**src/rtl/vector_mac_sequencer.sv**
```systemverilog
// vector_mac_sequencer: steps one vector multiply-accumulate instruction through
// its LMUL register groups, launching the multiply-add unit and writing back each group.
module vector_mac_sequencer #(
  parameter int MAX_GROUPS = 8,
  parameter int WAIT_TIMEOUT = 64
) (
  input  logic       clk,
  input  logic       reset,
  input  logic       issue_valid,
  output logic       issue_ready,
  input  logic [2:0] issue_op,
  input  logic [1:0] issue_sew,
  input  logic       issue_signed,
  input  logic [2:0] issue_lmul,
  input  logic [4:0] issue_vd,
  input  logic [4:0] issue_vs1,
  input  logic [4:0] issue_vs2,
  output logic [4:0] rd_addr_a,
  output logic [4:0] rd_addr_b,
  output logic [4:0] rd_addr_c,
  output logic [2:0] mau_accum_op,
  output logic [1:0] mau_sew,
  output logic       mau_signed,
  output logic       mau_ctrl,
  output logic       mau_sew_16_32,
  output logic       mau_sew_32,
  output logic       mau_count_0,
  input  logic       mau_sum_done,
  output logic       wb_valid,
  output logic [4:0] wb_addr,
  input  logic       wb_ready,
  output logic       busy,
  output logic       done,
  output logic       error
);
  localparam int TW = $clog2(WAIT_TIMEOUT + 1);
  typedef enum logic [2:0] {IDLE, LAUNCH, WAIT, WB, DONE} state_t;
  state_t state;
  logic [2:0] g, lmul;
  logic [4:0] vd, vs1, vs2;
  logic [TW-1:0] wcnt;
  logic accept, bad;
  assign issue_ready = state == IDLE && !reset;
  assign busy = state != IDLE;
  assign accept = issue_valid && issue_ready;
  assign bad = issue_sew == 2'b11 || int'(issue_lmul) >= MAX_GROUPS;
  // Group addresses wrap within the 32-entry register file.
  assign rd_addr_a = vs1 + 5'(g);
  assign rd_addr_b = vs2 + 5'(g);
  assign rd_addr_c = vd + 5'(g);
  assign wb_addr = vd + 5'(g);
  always_ff @(posedge clk) begin
    if (reset) begin
      state <= IDLE;
      g <= '0;
      lmul <= '0;
      vd <= '0;
      vs1 <= '0;
      vs2 <= '0;
      wcnt <= '0;
      mau_accum_op <= '0;
      mau_sew <= '0;
      mau_signed <= 1'b0;
      mau_ctrl <= 1'b0;
      mau_sew_16_32 <= 1'b0;
      mau_sew_32 <= 1'b0;
      mau_count_0 <= 1'b0;
      wb_valid <= 1'b0;
      done <= 1'b0;
      error <= 1'b0;
    end else begin
      mau_count_0 <= 1'b0;
      done <= 1'b0;
      error <= 1'b0;
      case (state)
        IDLE: begin
          if (accept && bad) error <= 1'b1;
          else if (accept) begin
            lmul <= issue_lmul;
            vd <= issue_vd;
            vs1 <= issue_vs1;
            vs2 <= issue_vs2;
            g <= '0;
            mau_accum_op <= issue_op;
            mau_sew <= issue_sew;
            mau_signed <= issue_signed;
            mau_ctrl <= issue_op[1];
            mau_sew_16_32 <= issue_sew != 2'b00;
            mau_sew_32 <= issue_sew == 2'b10;
            mau_count_0 <= 1'b1;
            state <= LAUNCH;
          end
        end
        LAUNCH: begin
          wcnt <= '0;
          state <= WAIT;
        end
        WAIT: begin
          if (mau_sum_done) begin
            wb_valid <= 1'b1;
            state <= WB;
          end else if (wcnt == TW'(WAIT_TIMEOUT - 1)) begin
            error <= 1'b1;
            state <= IDLE;
          end else wcnt <= wcnt + 1'b1;
        end
        WB: begin
          if (wb_ready) begin
            wb_valid <= 1'b0;
            if (g == lmul) begin
              done <= 1'b1;
              state <= DONE;
            end else begin
              g <= g + 1'b1;
              mau_count_0 <= 1'b1;
              state <= LAUNCH;
            end
          end
        end
        DONE: state <= IDLE;
        default: state <= IDLE;
      endcase
    end
  end
endmodule

```
**config.mk**
```make
export PLATFORM = sky130hd
export DESIGN_NAME = vector_mac_sequencer
export DESIGN_NICKNAME = d
export VERILOG_FILES = /design/src/rtl/vector_mac_sequencer.sv
export SDC_FILE = /design/constraint.sdc
export NUM_CORES = 1
export LEC_CHECK = 0
export ABC_AREA = 1
export CELL_PAD_IN_SITES_DETAIL_PLACEMENT = 1
export CELL_PAD_IN_SITES_GLOBAL_PLACEMENT = 2
export CORE_ASPECT_RATIO = 1.4
export CORE_MARGIN = 3
export CORE_UTILIZATION = 23
export DETAILED_ROUTE_END_ITERATION = 12
export PLACE_DENSITY_LB_ADDON = 0.05
export RECOVER_POWER = 25
export SYNTH_ARGS = -nofsm -noshare
export SYNTH_HDL_FRONTEND = slang
export SYNTH_SLANG_ARGS = --single-unit
```
**constraint.sdc**
```tcl
create_clock -name clk -period 1.66 [get_ports clk]
set_input_delay 0.166 -clock clk [delete_from_list [all_inputs] [get_ports clk]]
set_output_delay 0.166 -clock clk [all_outputs]
set_load 0.05 [all_outputs]
```
==> metrics list <==
- Hold path startpoint: wb_valid$_SDFFE_PP0P_
* Tightest Hold Check Type: reg -> reg
* Routed wire per std cell: 14.3 um
- The critical path starts at g[0]$_SDFFE_PP0P_.
* Upper clock frequency limit: 0.508 GHz
* Reg2reg path depth: 11
- After synthesis the netlist holds a flip-flop and latch count of 43.
- At the worst endpoint, the required time is 1.49 ns.
- Vias in the first global route: 2,337
- In the routed design, unresolved DRC markers number 0.
- The routed layout has 2,178 vias.
- The number of max-slew violations in the final report was 0.
- Clock root buffer: clkbuf_16
* Final estimated routing congestion in global placement: 0.718
- Clock tree from TritonCTS: done
- Pin count of the biggest net entering global routing: 25
- The worst hold path passes through 2 cells.
* Count of synthesis-stage warnings from yosys: 0
- Overall Global Routing Usage: 0.137
- Total congestion overflow: 0
- From synthesis to final layout, the design area changed by 70.9%.
* Count of antenna diodes in the layout: 0
- Count of endpoints failing setup in the final report: 16
- In this run the power density over the cells is 1430 nW/um^2.
- Data arrives at the worst endpoint at 1.80 ns.
* Initial antenna violation count: 0
- Number of standard cells in the layout, taps in and fillers out: 491
- The worst pin sits at a relative slew slack of 0.589.
* Die H: 122 um
- The HPWL after detailed placement is 5.59 mm.
- Htree depth: 2
* Series of cell instances along the critical path: ha_4, inv_2, fa_2, o21ai_4, xor2_4, buf_12
* Later-pin clock latency in the skew report: 0.29 ns
* I/O pin cnt: 64
- Number of buffers created by CTS: 5
* Detail Route Antenna Nets: 0
- Counting every instance in the synthesized netlist gives 300.
- Count of buffering cells on the critical path with inverters included: 2
- Final clock skew: 0.00874 ns
- Share of cells above drive strength 1: 0.279
- Drt first pass iters: 4
- CTS Sinks: 43
* Layout Cell Area excl Fill: 3800 um^2
- Of the available clock period, the critical path in the final layout requires 1.18.
- The analysis attributes to cell leakage a power of 0.00158 uW.
* Critical path startpoint category: register
- Placeable core region: 9230 um^2
- The worst hold path terminates at wb_valid$_SDFFE_PP0P_.
* Wire length of the first global-routing pass: 11.3 mm
* Area used by sequential logic in the layout: 875 um^2
* Buffers added on ports: 63
- Transition time of the tightest slew-check pin: 0.619 ns
- The routed design could run at a clock period as short as 1.97 ns.
- Area taken by multi-input logic gates: 1460 um^2
* Mapped cell area: 2220 um^2
* Total length of routed wires: 7.04 mm
* Delay of the slowest cell on the worst path: 0.39 ns
* Slowest stage cell, crit path: fa_2
- Total Nets Final: 426
- Register clock-pin slew on the reported worst setup and hold paths: 0.06 ns
* Critical register-to-register path startpoint: g[0]$_SDFFE_PP0P_
- In this run the deepest clock path goes through 2 buffers.
- Sequential share of the synthesized area: 0.387
- Smallest setup slack after layout: -0.307 ns
* Routed vias/inst: 4.44
* Result of the run: finished with violations
- The tool flagged a number of max-cap violations equal to 0.
* Largest voltage drop on the vdd net: 0.588 mV
- Gate family responsible for the most delay along the worst path: adder cells
- Area after detailed placement: 3450 um^2
- Mapped Avg Cell Area: 7.42 um^2
* Area of the die: 10,900 um^2
- Setup slack on the worst flop-to-flop path: 0.15 ns
* # placed instances: 478
* RSZ-0062 raised after global routing: yes
- Of all nets on the critical path, the largest fanout is 3.
* Critical path class: reg -> out
- Count of cell types in the netlist: 29
* Failing checks: setup timing
* Starting utilization of the core area: 0.241
- Endpoint kind of the worst setup timing path: output pin
* Number of hold buffers added after CTS: 0
- The initialized floorplan defines 41 standard-cell rows.
* Hold Fails Final Rpt: 0
- Horizontal die dimension: 89.1 um
* Filler cells: 1,063
- Number of nets in the synthesized netlist: 343
* Critical R2R Capture: g[2]$_SDFFE_PP0P_
* Initial drt markers: 52
==> worst min-delay path, stage by stage, from the launching register on <==
cell and delay, ns:
dfxtp_1 0.31, nand2_1 0.06, a21oi_1 0.05
==> cell type report <==
| type | count | area share |
|---|---|---|
| Clock inverter | 1 | 0.00790 |
| Clock buffer | 7 | 0.0405 |
| Timing Repair Buffer | 91 | 0.270 |
| Tap cell | 107 | 0.0352 |
| Multi-Input combinational cell | 210 | 0.384 |
| Sequential cell | 43 | 0.230 |
| Inverter | 32 | 0.0326 |
==> per-layer routing <==
layer	vias to the layer above	part of all wire	global-route usage
li1	1102	-	-
met3	7	0.031	0.0242
met1	1033	0.38	0.142
met5	-	0	0
met2	36	0.57	0.263
met4	0	0.017	0.0531
==> cells in the final DEF, fill, tap and decap left out, types with 2 or more instances in the layout <==
cell type	synthesis	layout
nand3_2	0	3
a21oi_2	1	3
ha_4	0	8
nand3_1	15	12
buf_12	0	22
ha_1	11	2
nor3_1	2	2
a21oi_1	15	13
o21ai_4	0	2
dfxtp_4	0	3
nand2_1	48	43
dfxtp_2	0	2
nand2_4	1	2
dfxtp_1	43	38
clkbuf_16	0	6
fa_2	0	3
nand2_2	0	4
nor2_1	64	62
xor2_2	0	2
inv_1	31	28
buf_4	6	22
xnor2_4	0	2
o21ai_1	4	4
xor2_4	0	4
buf_6	2	6
xnor2_1	5	2
clkbuf_1	4	10
inv_2	1	3
clkdlybuf4s50_1	0	32
nor2_2	0	2
o21ai_0	25	23
==> flip-flops by register name, summed over array words and instances, names as in the netlist, 2 cells and up <==
register and flops:
g 3, lmul 3, mau_accum_op 3, mau_sew 2, state 3, vd 5
vs1 5, vs2 5, wcnt 7
==> worst max path at each step <==
stage | to | depth (start not counted)
2_1_floorplan | wb_addr[4] | 6
3_3_place_gp | wb_addr[4] | 6
3_5_place_dp | rd_addr_c[4] | 6
4_1_cts | rd_addr_c[4] | 6
5_1_grt | rd_addr_c[4] | 6
6_report | rd_addr_c[4] | 6
==> timing repair <==
item                                    CTS  global route
pin swaps                                 8             6
gates resized for setup                  25             9
cloned                                    0             0
buffers inserted                          2             3
endpoints found under the setup margin   16            27
==> cell usage after synthesis, drive strengths merged <==
cell type   n  area (um^2)
a21boi      1         7.51
a21oi      16         83.8
a32oi       1         8.76
buf        11         82.6
clkbuf      4         15.0
dfxtp      43          861
fa          3         60.1
ha         11          138
inv        32          120
nand2      49          191
nand3      16         92.6
nand3b      1         7.51
nor2       66          272
nor3        2         10.0
o2111a      1         11.3
o21ai      29          145
o31ai       1         7.51
or2         1         6.26
xnor2       5         43.8
xor2        7         61.3
==> power by group <==
group          total [uW]  internal, uW  switching (uW)
logic                2840          1230            1610
clock network        1220           803             418
registers            1360          1200             161
==> logic make-up (layout without fill, tap and decap cells) <==
logic type | Yosys count | in the layout | share of synthesized area
adder cells (fa/ha/maj) | 14 | 14 | 0.0889
flip-flops | 43 | 43 | 0.387
AND/OR/NAND/NOR | 135 | 135 | 0.260
XOR/XNOR | 12 | 12 | 0.0472
AO/OA/AOI/OAI | 49 | 49 | 0.119
buffers and inverters | 47 | 131 | 0.0979
==> per-stage QoR <==
| stage | hold slack [ns] | util | power [uW] | setup slack (ns) | setup TNS (ns) |
|---|---|---|---|---|---|
| after floorplan | 0.314 | - | 3020 | -0.256 | -0.515 |
| after global placement | 0.454 | 0.374 | 4090 | -0.0317 | -0.0632 |
| after detailed placement | 0.465 | 0.374 | 4120 | -0.0410 | -0.101 |
| after CTS | 0.474 | 0.410 | 5510 | -0.326 | -3.23 |
| after global routing | 0.488 | 0.412 | 5760 | -0.373 | -3.92 |
| final | 0.465 | 0.412 | 5420 | -0.307 | -2.82 |
No activity file was read; power rests on OpenSTA's default activity.
